File: config.mk
export PLATFORM = sky130hd
export DESIGN_NAME = pucch_alpha_scheduler
export DESIGN_NICKNAME = d
export VERILOG_FILES = /design/src/rtl/pucch_alpha_scheduler.sv
export SDC_FILE = /design/constraint.sdc
export NUM_CORES = 1
export LEC_CHECK = 0
export BUFFER_PORTS_ARGS = -buffer_cell sky130_fd_sc_hd__buf_2
export CAP_MARGIN = 10
export CORE_MARGIN = 10
export CORE_UTILIZATION = 46
export DETAILED_ROUTE_END_ITERATION = 6
export GPL_ROUTABILITY_DRIVEN = 1
export PLACE_DENSITY_LB_ADDON = 0.05
export SYNTH_ARGS = -nofsm -noshare
export SYNTH_HDL_FRONTEND = slang
export SYNTH_SLANG_ARGS = --single-unit
File: constraint.sdc
create_clock -name clk -period 2.8 [get_ports clk]
set_clock_uncertainty 0.2 [all_clocks]
set_input_delay 0.42 -clock clk [delete_from_list [all_inputs] [get_ports clk]]
set_output_delay 0.42 -clock clk [all_outputs]
set_load 0.005 [all_outputs]
File: src/rtl/pucch_alpha_scheduler.sv
// pucch_alpha_scheduler: per-slot sequencer for the PUCCH cyclic-shift alpha
// generator. Accepts one occasion config, pulls one alpha per symbol from the
// generator, drops alphas of symbols before the start symbol, and streams the
// remaining alphas (tagged with symbol index) to the sequence-rotation stage.
//
// Optional feature macro: PUCCH_ALPHA_SCHED_ABORT_EN adds input i_abort, which
// returns the block to IDLE from any busy state and flushes the output buffer.
//
// Stream handshake: a beat transfers on a rising clk edge where
// o_valid && i_ready; o_alpha/o_sym_idx/o_last hold while o_valid && !i_ready.
// Config transfers where i_cfg_valid && o_cfg_ready. Generator gets transfer
// on every edge where o_gen_get is high; the generator returns values in
// request order on i_gen_valid, never in the same cycle as the request.
`timescale 1ns/1ps

module pucch_alpha_scheduler #(
    parameter int FIFO_DEPTH = 2,
    parameter int NSYM_SLOT  = 14
) (
    input  logic        clk,
    input  logic        rst,
`ifdef PUCCH_ALPHA_SCHED_ABORT_EN
    input  logic        i_abort,
`endif
    input  logic        i_cfg_valid,
    output logic        o_cfg_ready,
    input  logic [3:0]  i_m0,
    input  logic [3:0]  i_mcs,
    input  logic [7:0]  i_nslot,
    input  logic [9:0]  i_nid,
    input  logic [3:0]  i_start_sym,
    input  logic [3:0]  i_nsym,
    output logic        o_gen_start,
    output logic [3:0]  o_gen_m0,
    output logic [3:0]  o_gen_mcs,
    output logic [7:0]  o_gen_nslot,
    output logic [9:0]  o_gen_nid,
    output logic        o_gen_get,
    input  logic        i_gen_can_get,
    input  logic        i_gen_valid,
    input  logic [4:0]  i_gen_alpha,
    output logic        o_valid,
    input  logic        i_ready,
    output logic [4:0]  o_alpha,
    output logic [3:0]  o_sym_idx,
    output logic        o_last,
    output logic        o_done,
    output logic        o_err,
    output logic [1:0]  o_dbg_state
);

    localparam int AW = (FIFO_DEPTH > 1) ? $clog2(FIFO_DEPTH) : 1;
    localparam int CW = AW + 1;
    localparam logic [5:0] DEPTH6 = 6'(FIFO_DEPTH);
    localparam logic [4:0] NSYM5  = 5'(NSYM_SLOT);

    typedef enum logic [1:0] {
        S_IDLE  = 2'd0,
        S_START = 2'd1,
        S_RUN   = 2'd2,
        S_DRAIN = 2'd3
    } state_t;

    state_t       state;

    // Occasion bookkeeping
    logic [3:0]   start_sym_q;
    logic [4:0]   total_q;      // start_sym + nsym = number of gets
    logic [4:0]   gets_q;       // gets issued this occasion
    logic [4:0]   recv_q;       // values received this occasion
    logic [4:0]   drop_q;       // stale values still owed by the generator

    // Pulse outputs
    logic         start_q;
    logic         err_q;
    logic         done_q;

    // Output buffer: entry = {alpha[4:0], sym_idx[3:0], last}
    logic [9:0]    mem [FIFO_DEPTH];
    logic [AW-1:0] wr_ptr;
    logic [AW-1:0] rd_ptr;
    logic [CW-1:0] count_q;

    logic         abort_req;
    logic         flush;
    logic         cfg_accept;
    logic [4:0]   cfg_sum;
    logic         cfg_bad;
    logic [4:0]   inflight;
    logic [5:0]   credit_sum;
    logic         gen_get;
    logic         drop_hit;
    logic         recv;
    logic         push;
    logic         push_last;
    logic         pop;
    logic [9:0]   head;
    logic         pop_last;

`ifdef PUCCH_ALPHA_SCHED_ABORT_EN
    assign abort_req = i_abort;
`else
    assign abort_req = 1'b0;
`endif

    // Handshake, credit and receive qualification
    always_comb begin
        flush      = abort_req && (state != S_IDLE);
        cfg_accept = i_cfg_valid && (state == S_IDLE);
        cfg_sum    = {1'b0, i_start_sym} + {1'b0, i_nsym};
        cfg_bad    = (i_nsym == 4'd0) || (cfg_sum > NSYM5);
        inflight   = gets_q - recv_q;
        credit_sum = 6'(count_q) + {1'b0, inflight};
        // Buffer slots are reserved at get time, so a push never meets a full FIFO.
        gen_get    = (state == S_RUN) && i_gen_can_get && (gets_q < total_q)
                     && (credit_sum < DEPTH6);
        // Values still owed from an aborted occasion arrive first and are eaten.
        drop_hit   = i_gen_valid && (drop_q != 5'd0);
        recv       = i_gen_valid && !drop_hit && (inflight != 5'd0);
        push       = recv && (recv_q >= {1'b0, start_sym_q}) && !flush;
        push_last  = (recv_q == (total_q - 5'd1));
        head       = mem[rd_ptr];
        pop        = (count_q != '0) && i_ready;
        pop_last   = pop && head[0];
    end

    // Occasion FSM, counters and registered pulse outputs
    always_ff @(posedge clk or negedge rst) begin
        if (!rst) begin
            state       <= S_IDLE;
            start_sym_q <= 4'd0;
            total_q     <= 5'd0;
            gets_q      <= 5'd0;
            recv_q      <= 5'd0;
            drop_q      <= 5'd0;
            start_q     <= 1'b0;
            err_q       <= 1'b0;
            done_q      <= 1'b0;
            o_gen_m0    <= 4'd0;
            o_gen_mcs   <= 4'd0;
            o_gen_nslot <= 8'd0;
            o_gen_nid   <= 10'd0;
        end else begin
            start_q <= 1'b0;
            err_q   <= 1'b0;
            done_q  <= 1'b0;

            if (drop_hit) begin
                drop_q <= drop_q - 5'd1;
            end
            if (gen_get) begin
                gets_q <= gets_q + 5'd1;
            end
            if (recv) begin
                recv_q <= recv_q + 5'd1;
            end

            case (state)
                S_IDLE: begin
                    if (cfg_accept) begin
                        if (cfg_bad) begin
                            err_q <= 1'b1;
                        end else begin
                            o_gen_m0    <= i_m0;
                            o_gen_mcs   <= i_mcs;
                            o_gen_nslot <= i_nslot;
                            o_gen_nid   <= i_nid;
                            start_sym_q <= i_start_sym;
                            total_q     <= cfg_sum;
                            gets_q      <= 5'd0;
                            recv_q      <= 5'd0;
                            start_q     <= 1'b1;
                            state       <= S_START;
                        end
                    end
                end
                S_START: begin
                    state <= S_RUN;
                end
                S_RUN: begin
                    if (gets_q == total_q) begin
                        state <= S_DRAIN;
                    end
                end
                S_DRAIN: begin
                    if (pop_last) begin
                        done_q <= 1'b1;
                        state  <= S_IDLE;
                    end
                end
                default: begin
                    state <= S_IDLE;
                end
            endcase

            // Abort: everything still in flight (including a get or receive on
            // this very edge) becomes owed to the drop counter.
            if (flush) begin
                state  <= S_IDLE;
                done_q <= 1'b0;
                drop_q <= drop_q - 5'(drop_hit) + inflight + 5'(gen_get) - 5'(recv);
                gets_q <= 5'd0;
                recv_q <= 5'd0;
            end
        end
    end

    // Output buffer: registered write of kept alphas, head drives the stream
    always_ff @(posedge clk or negedge rst) begin
        if (!rst) begin
            wr_ptr  <= '0;
            rd_ptr  <= '0;
            count_q <= '0;
            for (int i = 0; i < FIFO_DEPTH; i++) begin
                mem[i] <= 10'd0;
            end
        end else if (flush) begin
            wr_ptr  <= '0;
            rd_ptr  <= '0;
            count_q <= '0;
        end else begin
            if (push) begin
                mem[wr_ptr] <= {i_gen_alpha, recv_q[3:0], push_last};
                wr_ptr      <= wr_ptr + AW'(1);
            end
            if (pop) begin
                rd_ptr <= rd_ptr + AW'(1);
            end
            count_q <= count_q + CW'(push) - CW'(pop);
        end
    end

    assign o_cfg_ready = (state == S_IDLE);
    assign o_gen_start = start_q;
    assign o_gen_get   = gen_get;
    assign o_valid     = (count_q != '0);
    assign o_alpha     = head[9:5];
    assign o_sym_idx   = head[4:1];
    assign o_last      = head[0];
    assign o_done      = done_q;
    assign o_err       = err_q;
    assign o_dbg_state = state;

endmodule

# Word-level counts from Yosys, hierarchy flattened
# Cells that the tools add are included.
# word_totals
regBits	79
out_inout_bits	44
# classes
add_sub_neg	11
order_cmp	7
eq_ne	9
mux	27
n_bitwise	3
n_reduce_logical	20
# op_table
operator	n
two-way mux 10 bit	4
two-way mux 5 bit	8
bitwise mux 20 bit	1
logical AND 1 bit	11
adder 5 x 1 -> 5 bit (second input constant)	2
demux 10 bit (select 1 bit)	1
equality test 5 bit	2
nonzero test 5 bit	2
subtractor 5 x 1 -> 5 bit (second input constant)	2
two-way mux 1 bit	8
two-way mux 2 bit	4
one-hot mux 2 bit (4 select lines)	1
adder 2 x 5 -> 6 bit	1
less-than comparator 6 x 2 -> 1 bit (second input constant)	1
adder 4 x 4 -> 5 bit	1
>= comparator 5 x 4 -> 1 bit	1
greater-than comparator 5 x 4 -> 1 bit (second input constant)	1
less-than comparator 5 bit	1
subtractor 5 bit	1
equality test 2 bit (second input constant)	2
>= comparator 2 bit (second input constant)	2
logical NOT 4 bit	1
inequality test 2 x 1 -> 1 bit (second input constant)	2
inequality test 2 bit (second input constant)	2
13 further kinds	15

# Longest topological paths before layout
# depth
depth_word	9
ltp_mapped	13

# Worst setup path before layout
# Ideal clock, no wire load.
# synth_path
path_kind	register to register
start	register gets_q[0]
end	register count_q[1]
setup_ps	80
arrival_ps	2629
required_time_ps	2520
setup_slack_ps	-109
path_stages_with_launch	14
path_buffers	0
period_less_slack_ps	2909
cell_sequence	dfrtp_1 inv_1 ha_1 inv_1 fa_1 a21o_1 a21oi_2 xnor2_2 o311ai_4 ha_1 inv_1 ha_1 xnor2_1 xnor2_1
# synth_between
elab_chain_len	6
# synth_lines
element	line_no	text
start: declaration	69	logic [4:0] gets_q;
start signal: assignment	152	gets_q <= gets_q + 5'd1;
subtractor 5 bit	112	inflight = gets_q - recv_q;
nonzero test 5 bit	119	recv = i_gen_valid && !drop_hit && (inflight != 5'd0);
logical AND 1 bit	119	
logical AND 1 bit	120	push = recv && (recv_q >= {1'b0, start_sym_q}) && !flush;
adder 2 x 1 -> 2 bit	229	count_q <= count_q + CW'(push) - CW'(pop);
subtractor 2 x 1 -> 2 bit	229	
end signal: assignment	229	
end: declaration	82	logic [CW-1:0] count_q;
# No other way between the ends.
# A chain may end at the register's enable or synchronous reset.

# Worst setup path in the final report
# layout_path
start	register gets_q[0]
end	output port o_gen_get
# layout_between
elab_chain_len	4
# layout_lines
element	line_no	text
subtractor 5 bit	112	
adder 2 x 5 -> 6 bit	113	credit_sum = 6'(count_q) + {1'b0, inflight};
less-than comparator 6 x 2 -> 1 bit	116	&& (credit_sum < DEPTH6);
logical AND 1 bit (*)	116	
end: declaration	38	output logic o_gen_get,
# Every way passes the cells marked *; elsewhere a longest branch is shown, timed or not.

==> impl_metrics.env <==
export IMPL_num_rows=34
export IMPL_peakVddDrop_v=0.0005403
export IMPL_firstDrtPassIters=4
export IMPL_viasPerCell=5.032
export IMPL_ys_seq_area_share_pct=48.84
export IMPL_setup_tns_ns=-2.357
export IMPL_reg2reg_depth=14
export IMPL_relSlewSlack_pct=33.46
export IMPL_ys_ff_latch=79
export IMPL_io_buffer_count=88
export IMPL_synth_top_cell_area_share_pct=48.84
export IMPL_routedWlPerCell_um=16.15
export IMPL_drt_iter0_markers=84
export IMPL_avgSynthCellArea_um2=12.38
export IMPL_layout_drive_gt1_share_pct=48.25
export IMPL_place_area_um2=4791
export IMPL_start_kind="flip-flop"
export IMPL_synthCells=327
export IMPL_syn_nets=402
export IMPL_slowest_delay_ns=0.56
export IMPL_hold_class="input pin to async pin"
export IMPL_final_util_pct=61.20
export IMPL_synth_top_area_cell="dfrtp_1"
export IMPL_post_route_drc_count=0
export IMPL_yosys_top_cells_area="dfrtp_1 49%, mux2_2 16%, ha_1 8.3%"
export IMPL_synth_edf_count=0
export IMPL_placed_cells=541
export IMPL_cts_buffers=9
export IMPL_cp_num_buf_inv=3
export IMPL_worst_pin_slew_ns=0.9981
export IMPL_wl_um=9140
export IMPL_max_freq_mhz=301.5
export IMPL_worstSkewPairLatency_ns=0.35
export IMPL_ios=89
export IMPL_cp_slowest_cell="fa_2"
export IMPL_dieArea_um2=12950
export IMPL_powerDensity_nw_per_um2=985.4
export IMPL_cp_required_ns=2.18
export IMPL_worstSetupPathType="flip-flop to output port"
export IMPL_track_usage_pct=14.10
export IMPL_period_minus_slack_ns=3.317
export IMPL_hpwl_um=6617
export IMPL_stdcell_area_um2=5285
export IMPL_layout_nets=528
export IMPL_cp_depth=10
export IMPL_ctsRootBufferMaster="clkbuf_8"
export IMPL_netlist_area_um2=4048
export IMPL_status="complete, but fails checks"
export IMPL_routabilityCongestion=0.8328
export IMPL_cts_hold_buffers=0
export IMPL_cts_max_level=3
export IMPL_synth_ff_type="dfrtp_1"
export IMPL_coreArea_um2=8636
export IMPL_drv_cap=0
export IMPL_overflow=0
export IMPL_async_reset_ff_share_pct=100.0
export IMPL_synth_distinct_cells=49
export IMPL_final_cells=566
export IMPL_grt_pass1_vias=2989
export IMPL_r2r_start="gets_q[0]"
export IMPL_critPathTopFamily="adder cells"
export IMPL_crit_chain="inv_2 > ha_4 > inv_2 > fa_2 > fa_1 > nor2_1 > o2111a_1 > o211ai_1 > nor3_2 > buf_2"
export IMPL_cts_tree="yes"
export IMPL_r2r_slack_ns=-0.30
export IMPL_fin_ws_ns=-0.5169
export IMPL_violations="negative setup slack"
export IMPL_arrival_ns=2.70
export IMPL_path_clk_slew_ns=0.09
export IMPL_power_leakage_nw=2.571
export IMPL_drtAntennaViolNets=0
export IMPL_cp_common_cell="inv_2"
export IMPL_floorplan_die_height_um=113.8
export IMPL_initial_core_util_pct=46.87
export IMPL_rsz0062_at_grt="true"
export IMPL_n_antenna_cell=0
export IMPL_finalSetupViolations=17
export IMPL_worstReg2RegEnd="gets_q[3]"
export IMPL_critPathMaxFanout=3
export IMPL_clock_sinks=79
export IMPL_cts_buffer_depth=2
export IMPL_cp_end_kind="output port"
export IMPL_slew_viol_final=0
export IMPL_grt_pass1_wl_um=14740
export IMPL_antenna_found_initial=0
export IMPL_die_w_um=113.8
export IMPL_vias=2848
export IMPL_ys_warn_count=0
export IMPL_grt_max_degree=80
export IMPL_syn2layout_area_growth_pct=30.57
export IMPL_period_share_pct=118.5
export IMPL_hold_viol=0
export IMPL_fillers=725
layout by cell type (no fill, tap or decap), types with 3 or more instances in the layout:
cell type and count:
clkbuf_8 9, nor4_1 3, buf_2 87, nor2_1 19, buf_4 29, o211ai_1 3, and3_1 3, o21ai_0 10
nor3_1 3, nand2b_1 4, ha_1 26, dfrtp_1 79, mux2_2 48, xnor2_2 3, nand3_1 4, xnor2_1 17
a21oi_1 6, xor2_1 3, mux2_4 10, a21o_1 4, nand2_1 11, buf_6 3, inv_1 20
logic make-up after synthesis:
group	after synthesis	synth area share, %
mux	60	16.63
simple gates	62	8.285
compound gates	42	7.728
flops	79	48.84
xor+xnor	24	5.564
buf+inv	30	3.122
fa+ha+maj	30	9.830
synth_stat cells, types with 4 or more instances:
| master | instances |
|---|---|
| nand2b_1 | 4 |
| nor4_1 | 6 |
| mux2_2 | 58 |
| xnor2_1 | 19 |
| nor2_1 | 19 |
| a21oi_1 | 7 |
| inv_1 | 22 |
| nand2_1 | 11 |
| dfrtp_1 | 79 |
| a21o_1 | 4 |
| o21ai_0 | 11 |
| ha_1 | 27 |
| nand3_1 | 4 |
repair_timing:
item,in CTS,in global routing
resized for setup,20,19
cloned,0,2
pin swaps,19,22
endpoints found under the setup margin,29,29
buffers inserted,17,5
sequential cells by signal, summed over array words and instances, names as in the netlist, 2 cells and up:
register / count
o_dbg_state: 2
drop_q: 5
gets_q: 5
mem: 20
count_q: 2
o_gen_mcs: 4
recv_q: 5
o_gen_nid: 10
o_gen_nslot: 8
o_gen_m0: 4
total_q: 5
start_sym_q: 4
how the worst max path moves through the flow:
stage | start | endpoint | slack, ns
after global placement | gets_q[0] | gets_q[4] | -0.15
after global routing | gets_q[0] | o_gen_get | -0.65
after CTS | gets_q[0] | o_gen_get | -0.56
after detailed placement | gets_q[0] | gets_q[3] | -0.23
after floorplan | gets_q[0] | o_gen_get | -0.10
final | gets_q[0] | o_gen_get | -0.52
per-stage QoR:
stage | hold slack, ns | setup WS [ns] | power, W
floorplan | -0.07559 | -0.1018 | 0.003181
global placement | 0.2832 | -0.1494 | 0.003950
detailed placement | 0.2836 | -0.2320 | 0.004011
CTS | 0.06772 | -0.5616 | 0.005187
global route | 0.07826 | -0.6514 | 0.005621
finish | 0.002380 | -0.5169 | 0.005208
metal layers:
metal / up-vias / global-route usage (%) / wire length [um]
li1: 1408 / - / -
met1: 1368 / 17.82 / 4212
met2: 63 / 21.69 / 4186
met3: 9 / 5.197 / 634
met4: 0 / 5.013 / 107
met5: - / 0 / 0
cell type report:
type                       instances  area [um2]  area share [%]
clock buffer                      10       127.6           2.415
clock inverter                     6       93.84           1.776
inverter                          22       82.58           1.562
multi-input combinational        219        2117           40.06
sequential                        79        1977           37.41
tap                              108       135.1           2.557
timing repair buffer             122       752.0           14.23
report_power, final:
group          internal (W)  switching, W  total, W
Clock              0.000509      0.000431  0.000940
Sequential          0.00156      0.000303   0.00186
Combinational       0.00126       0.00115   0.00240
Total               0.00333       0.00188   0.00521
No activity file was read; power rests on OpenSTA's default activity.
